===== config.mk =====
export PLATFORM = sky130hd
export DESIGN_NAME = sysid_probe_ctrl
export DESIGN_NICKNAME = d
export VERILOG_FILES = /design/src/rtl/sysid_probe_ctrl.sv
export SDC_FILE = /design/constraint.sdc
export NUM_CORES = 1
export LEC_CHECK = 0
export ABC_AREA = 1
export CORE_ASPECT_RATIO = 1.25
export CORE_MARGIN = 2
export CORE_UTILIZATION = 35
export DETAILED_ROUTE_END_ITERATION = 12
export GPL_TIMING_DRIVEN = 1
export PLACE_DENSITY_LB_ADDON = 0.1
export SLEW_MARGIN = 10
export SYNTH_ARGS = -nofsm -noshare
export SYNTH_HDL_FRONTEND = slang
export SYNTH_SLANG_ARGS = --single-unit

===== constraint.sdc =====
create_clock -name clock -period 1.3 [get_ports clock]
set_clock_uncertainty 0.15 [all_clocks]
set_input_delay 0.13 -clock clock [delete_from_list [all_inputs] [get_ports clock]]
set_output_delay 0.13 -clock clock [all_outputs]
set_load 0.03 [all_outputs]

===== src/rtl/sysid_probe_ctrl.sv =====
// Probes an Avalon-MM system ID slave: reads the ID word (address 0), then the
// timestamp word (address 1), and reports whether they match the expected values.
//
// Ports
//   clock, reset      : sole clock; synchronous active-high reset
//   start             : one-cycle probe request (honoured in IDLE, or in DONE once done has dropped)
//   m_address, m_read : registered Avalon-MM read request, held stable while stalled
//   m_waitrequest     : slave stall
//   m_readdata        : read data, captured in the completing cycle
//   id_value/ts_value : last captured ID and timestamp words
//   busy              : probe in progress
//   done              : one-cycle pulse when a probe ends
//   id_ok             : sticky pass result of the last probe
//   timeout           : sticky, last probe aborted on waitrequest timeout
module sysid_probe_ctrl #(
  parameter logic [31:0] EXPECTED_ID    = 32'h0000_1337,
  parameter logic [31:0] EXPECTED_TS    = 32'h6796_A245,
  parameter bit          CHECK_TS       = 1'b0,
  parameter bit          AUTO_START     = 1'b1,
  parameter int unsigned TIMEOUT_CYCLES = 255
) (
  input  logic        clock,
  input  logic        reset,
  input  logic        start,
  output logic        m_address,
  output logic        m_read,
  input  logic        m_waitrequest,
  input  logic [31:0] m_readdata,
  output logic [31:0] id_value,
  output logic [31:0] ts_value,
  output logic        busy,
  output logic        done,
  output logic        id_ok,
  output logic        timeout
);

  localparam int unsigned WAIT_W = 8;

  typedef enum logic [2:0] {
    S_IDLE   = 3'd0,
    S_RD_ID  = 3'd1,
    S_RD_TS  = 3'd2,
    S_FINISH = 3'd3,
    S_DONE   = 3'd4
  } state_t;

  state_t            state_q, state_d;
  logic [WAIT_W-1:0] wait_cnt, wait_cnt_d;
  logic              auto_armed, auto_armed_d;
  logic              m_read_d, m_address_d, busy_d, done_d, id_ok_d, timeout_d;
  logic [31:0]       id_value_d, ts_value_d;
  logic              launch_c, rd_done_c, rd_abort_c;

  // Read handshake qualifiers; abort fires on the TIMEOUT_CYCLES-th stalled cycle.
  assign rd_done_c  = m_read && !m_waitrequest;
  assign rd_abort_c = m_read && m_waitrequest &&
                      (wait_cnt == WAIT_W'(TIMEOUT_CYCLES - 1));
  // done is high in the first DONE cycle, so a start coinciding with it is dropped.
  assign launch_c   = (start || auto_armed) &&
                      ((state_q == S_IDLE) || ((state_q == S_DONE) && !done));

  // State register
  always_ff @(posedge clock) begin
    if (reset) state_q <= S_IDLE;
    else       state_q <= state_d;
  end

  // Next-state logic
  always_comb begin
    state_d = state_q;
    case (state_q)
      S_IDLE, S_DONE: if (launch_c) state_d = S_RD_ID;
      S_RD_ID: begin
        if (rd_done_c)       state_d = S_RD_TS;
        else if (rd_abort_c) state_d = S_FINISH;
      end
      S_RD_TS:  if (rd_done_c || rd_abort_c) state_d = S_FINISH;
      S_FINISH: state_d = S_DONE;
      default:  state_d = S_IDLE;
    endcase
  end

  // Output / datapath next values. Each read state spends its first cycle with
  // m_read low, which provides the gap between the two reads.
  always_comb begin
    m_read_d     = m_read;
    m_address_d  = m_address;
    id_value_d   = id_value;
    ts_value_d   = ts_value;
    id_ok_d      = id_ok;
    timeout_d    = timeout;
    done_d       = 1'b0;
    wait_cnt_d   = wait_cnt;
    auto_armed_d = auto_armed;
    busy_d       = (state_d == S_RD_ID) || (state_d == S_RD_TS) || (state_d == S_FINISH);
    case (state_q)
      S_IDLE, S_DONE: begin
        if (launch_c) begin
          auto_armed_d = 1'b0;
          id_ok_d      = 1'b0;
          timeout_d    = 1'b0;
          wait_cnt_d   = '0;
          m_read_d     = 1'b0;
          m_address_d  = 1'b0;
        end
      end
      S_RD_ID, S_RD_TS: begin
        if (!m_read) begin
          m_read_d    = 1'b1;
          m_address_d = (state_q == S_RD_TS);
          wait_cnt_d  = '0;
        end else if (!m_waitrequest) begin
          m_read_d   = 1'b0;
          wait_cnt_d = '0;
          if (state_q == S_RD_ID) id_value_d = m_readdata;
          else                    ts_value_d = m_readdata;
        end else if (rd_abort_c) begin
          m_read_d  = 1'b0;
          timeout_d = 1'b1;
          id_ok_d   = 1'b0;
        end else begin
          wait_cnt_d = wait_cnt + WAIT_W'(1);
        end
      end
      S_FINISH: begin
        done_d  = 1'b1;
        id_ok_d = !timeout && (id_value == EXPECTED_ID) &&
                  (!CHECK_TS || (ts_value == EXPECTED_TS));
      end
      default: ;
    endcase
  end

  // Output registers
  always_ff @(posedge clock) begin
    if (reset) begin
      m_read     <= 1'b0;
      m_address  <= 1'b0;
      id_value   <= '0;
      ts_value   <= '0;
      busy       <= 1'b0;
      done       <= 1'b0;
      id_ok      <= 1'b0;
      timeout    <= 1'b0;
      wait_cnt   <= '0;
      auto_armed <= AUTO_START;
    end else begin
      m_read     <= m_read_d;
      m_address  <= m_address_d;
      id_value   <= id_value_d;
      ts_value   <= ts_value_d;
      busy       <= busy_d;
      done       <= done_d;
      id_ok      <= id_ok_d;
      timeout    <= timeout_d;
      wait_cnt   <= wait_cnt_d;
      auto_armed <= auto_armed_d;
    end
  end

endmodule

* Word-level counts from Yosys, hierarchy flattened
Index checks and enable logic that the tools add are counted.
** Word-level totals
- Bits in registers :: 82
- Word-level logic and storage cells :: 82
** Operators by class
- Add/subtract/negate cells :: 1
- Eq/ne operators :: 15
- Mux-type cells :: 26
- Bitwise logic cells :: 2
- Reductions and logical operators :: 27
** Operators by type and width (count)
- == test 32 x 13 -> 1 bit (second input constant) :: 1
- two-way mux 8 bit :: 4
- one-hot mux 8 bit (2 select lines) :: 1
- == test 3 x 2 -> 1 bit (second input constant) :: 4
- two-way mux 1 bit :: 12
- two-way mux 3 bit :: 4
- one-hot mux 3 bit (4 select lines) :: 1
- != test 2 bit (second input constant) :: 5
- AND reduction 5 bit :: 2
- adder 8 x 1 -> 8 bit (second input constant) :: 1
- == test 8 bit (second input constant) :: 1
- AND reduction 4 bit :: 2
- == test 3 x 1 -> 1 bit (second input constant) :: 2
- logical AND 1 bit :: 6
- one-hot mux 1 bit (2 select lines) :: 3
- AND reduction 3 bit :: 2
- logical OR 1 bit :: 5
- != test 4 bit (second input constant) :: 1
- AND reduction 2 bit :: 2
- OR reduction 2 bit :: 2
- == test 3 bit (second input constant) :: 1
- zero test 1 bit :: 3
- zero test 3 bit :: 1
- one-hot mux 1 bit (3 select lines) :: 1
- other kinds (3) :: 4

* Depth between registers and ports, before layout
- Depth after elaboration :: 9
- Mapped depth :: 10
- Gate-level depth less buffers :: 10

* Worst setup path after synthesis
No wires, ideal clock.
- Path kind :: reg2reg
- Start :: reg m_read
- End :: reg id_value[14]
- Setup time :: 116 ps
- Arrival time :: 1402 ps
- Required time :: 1034 ps
- Slack :: -368 ps
- Stages on the path, launching flop included :: 9
- Period minus slack after synthesis :: 1668 ps
- Cells stage by stage :: dfxtp_1 > buf_4 > nand2_2 > nor2_4 > inv_2 > buf_2 > buf_6 > nor2_1 > nor2_1
** Between the ends
- Longest elaborated chain between the ends :: 1
** RTL lines
- from (decl) :: RTL line 26 : output logic m_read,
- from (signal assigned) :: RTL line 148 : m_read <= m_read_d;
- AND reduction 4 bit (no line)
- to (signal assigned) :: RTL line 150 : id_value <= id_value_d;
- to (decl) :: RTL line 29 : output logic [31:0] id_value,
Every way passes these cells.
A chain may end at the register's enable or synchronous reset.

* Final worst setup path
- Start :: reg state_q[0]
- End :: reg ts_value[12]
** Between the ends
- Longest elaborated chain between the ends :: 3
- Elaborated cells on any way between the ends :: 5
- Those cells by class :: eq/ne (2); bitwise (1); reduce/logical (2)
** RTL lines
- from (decl) :: RTL line 47 : state_t state_q, state_d;
- from (signal assigned) :: RTL line 65 : else state_q <= state_d;
- == test 3 x 2 -> 1 bit / == test 3 x 1 -> 1 bit (equally long branches) :: RTL line 96, 115
- OR reduction 2 bit / inverter 1 bit (equally long branches)
- AND reduction 4 bit (no line) (*)
- to (signal assigned) :: RTL line 151 : ts_value <= ts_value_d;
- to (decl) :: RTL line 30 : output logic [31:0] ts_value,
Every way passes the cells marked *; elsewhere a longest branch is shown, timed or not.

==> qor.yml <==
cells_and_area:
  area_growth_pct: 80.46
  drive_gt1_frac: 0.4342
  fillCellCount: 790
  antenna_cells: 0
  register_area_sq_mm: 0.001660
  multi_input_area_sq_mm: 0.001991
  nets: 641
  finish.utilization: 0.6513
  final_cells: 731
job:
  drv_cap: 0
routing:
  totalWireLength_microns: 11330
  vias: 3576
  via_per_inst: 4.892
  drt_iter0_markers: 124
  drcViolationCount: 0
  ant_nets: 0
  drtPass1Iterations: 5
  wl_per_cell_microns: 15.50
hold_path:
  hold_path_class: "in2reg"
  hold_start: "m_readdata[10]"
clocking:
  numCtsBuffers: 9
  htreeDepth: 3
  cts_tree: "built"
  clkTransAtPathRegs_ns: 0.06
  root_buffer: "clkbuf_16"
  clk_latency_ns: 0.33
  ctsLongestPathBuffers: 2
  cts_hold_buf: 0
  clock_sinks: 82
synth:
  ys_types: 25
  async_reset_ff_frac: 0
  ys.flop_type: "dfxtp_1"
  ys_top_cells_by_count: "nor2_1 (145), dfxtp_1 (82), o21ai_0 (64)"
  synth-edff-count: 0
  synth_area_leaders: "dfxtp_1 (50%), nor2_1 (16%), o21ai_0 (9.7%)"
  synth_nets: 491
  syn_area_sq_mm: 0.003311
  yosys_warnings: 0
  synth_top_area_cell: "dfxtp_1"
  netlist.area_leader.share: 0.4958
  ys_ff_latch: 82
  avgSynthCellArea_sq_um: 7.308
  synth_cells: 453
  yosysSeqAreaShare: 0.4958
  yosysMostFrequentCell: "nor2_1"
critical_path:
  path_max_fanout: 6
  rr_startpoint: "state_q[0]"
  critical_path.cell_chain: "inv_4 -> nand3_4 -> nor2_4 -> clkinv_4 -> clkbuf_16 -> nor2_4 -> nor2_1"
  path_delay_family: "simple AND/OR/NAND/NOR gates"
  max_stage_delay_ns: 0.38
  crit_path_frequent_cell: "nor2_4"
  critPathBufInv: 3
  crit_start: "state_q[0]"
  cp_slowest_cell: "dfxtp_4"
  arrival_ns: 1.56
  crit_required_ns: 1.37
  end_kind: "flop"
  path_class: "reg2reg"
  crit_path_start_kind: "flop"
die:
  ioPinCount: 106
  dieWidth_microns: 90.99
  start_util: 0.3609
  die-area_sq_mm: 0.01026
  die_h_microns: 112.7
  coreArea_sq_mm: 0.009174
  rows: 39
power_and_ir_drop:
  ir_drop_mv: 0.7187
  power.density_mw_per_mm2: 1077
  power_mw: 6.432
  leakagePower_nw: 2.460
timing:
  clock.fmax_mhz: 669.8
  fin_ws_ns: -0.1929
  max_slew.worst_pin.slew_ns: 0.2759
  min_period_ns: 1.493
  fin_crit_sh: 1.148
  rsz0062_at_grt: "true"
  slew_viol_final: 0
  setup_viol: 79
  finalHoldViolations: 0
  max_slew_margin: 0.8155
global_routing:
  antenna_found_initial: 0
  grt_max_degree: 39
  overflow: 0
  grt_pass1_wl_microns: 16700
  track_usage: 0.2030
  first_global_vias: 3413
run_status:
  violations: "setup timing"
  status: "complete, but fails checks"
placement:
  dp.cells: 700
  io_buffers: 105
  gp_congestion: 0.8245
  pre_cts_slack_ns: -0.3753
  hpwlAfterDp_microns: 7222
report_power, final:
part / leakage, nW / total, mW / switching, mW / internal (mW)
combinational: 1.63 / 0.990 / 0.560 / 0.430
sequential: 0.667 / 2.64 / 0.0609 / 2.58
clock: 0.163 / 2.80 / 1.02 / 1.79
total: 2.46 / 6.43 / 1.64 / 4.80
worst paths after layout:
| kind | endpoint | depth (start not counted) | slack [ns] |
|---|---|---|---|
| max | ts_value[12] | 7 | -0.19 |
| min | ts_value[10] | 3 | 0.30 |
| max reg2reg | ts_value[12] | 7 | -0.19 |
| min reg2reg | m_address | 2 | 0.31 |
logic make-up (layout without fill, tap and decap cells):
| family | count (synthesis) | in the layout | synth area share |
|---|---|---|---|
| compound gates | 85 | 85 | 0.1296 |
| buf+inv | 56 | 211 | 0.07332 |
| fa+ha+maj | 2 | 2 | 0.007557 |
| simple gates | 228 | 228 | 0.2937 |
| flops | 82 | 82 | 0.4958 |
cell type report:
class,instances,share of cell area
well taps,123,0.02576
multi-input cells,315,0.3332
clock inverters,4,0.01236
flip-flops and latches,82,0.2779
repair buffers,162,0.2821
clock buffers,12,0.04293
inverters,33,0.02576
placed cells by master, fill, tap and decap left out, types with 4 or more instances in the layout:
master            n
a21oi_1          11
a21oi_2           7
buf_12            8
buf_4            73
buf_6             9
buf_8             5
clkbuf_16        15
clkdlybuf4s15_2  20
clkdlybuf4s50_1  35
dfxtp_1          75
dfxtp_4           4
inv_1            23
inv_4             4
nand2_1          31
nand2_2           8
nand3_1          10
nand3_2           4
nand3_4           5
nand4_1          13
nor2_1           84
nor2_2           22
nor2_4           41
o21ai_0          52
o21ai_1           7
o21ai_2           7
tightest hold or removal path: stages:
cell	delay [ns]
clkdlybuf4s50_1	0.45
nor2_2	0.12
nor2_1	0.04
sequential cells by signal, indices dropped and copies added (netlist names):
signal      count
busy            1
ts_value       32
state_q         3
id_ok           1
timeout         1
m_address       1
auto_armed      1
done            1
wait_cnt        8
m_read          1
id_value       32
routing by layer:
| metal | track usage | routed length [microns] |
|---|---|---|
| met1 | 0.2441 | 4735 |
| met2 | 0.3462 | 5808 |
| met3 | 0.04860 | 615 |
| met4 | 0.08788 | 172 |
| met5 | 0 | 0 |
per-stage QoR:
stage	hold slack [ns]	cell area [sq um]	setup TNS [ns]
final	0.3043	5974	-9.966
after global routing	0.3164	5974	-15.27
after CTS	0.2514	5311	-4.605
after detailed placement	0.3016	4748	-24.13
after global placement	0.2984	4748	-21.67
after floorplan	0.1149	3388	-4.678
repair_timing:
item	CTS	global route
cloned	2	7
endpoints found under the setup margin	104	83
resized for setup	112	153
pin swaps	5	18
setup buffers	2	4
Power figures use the tool's default switching activity.
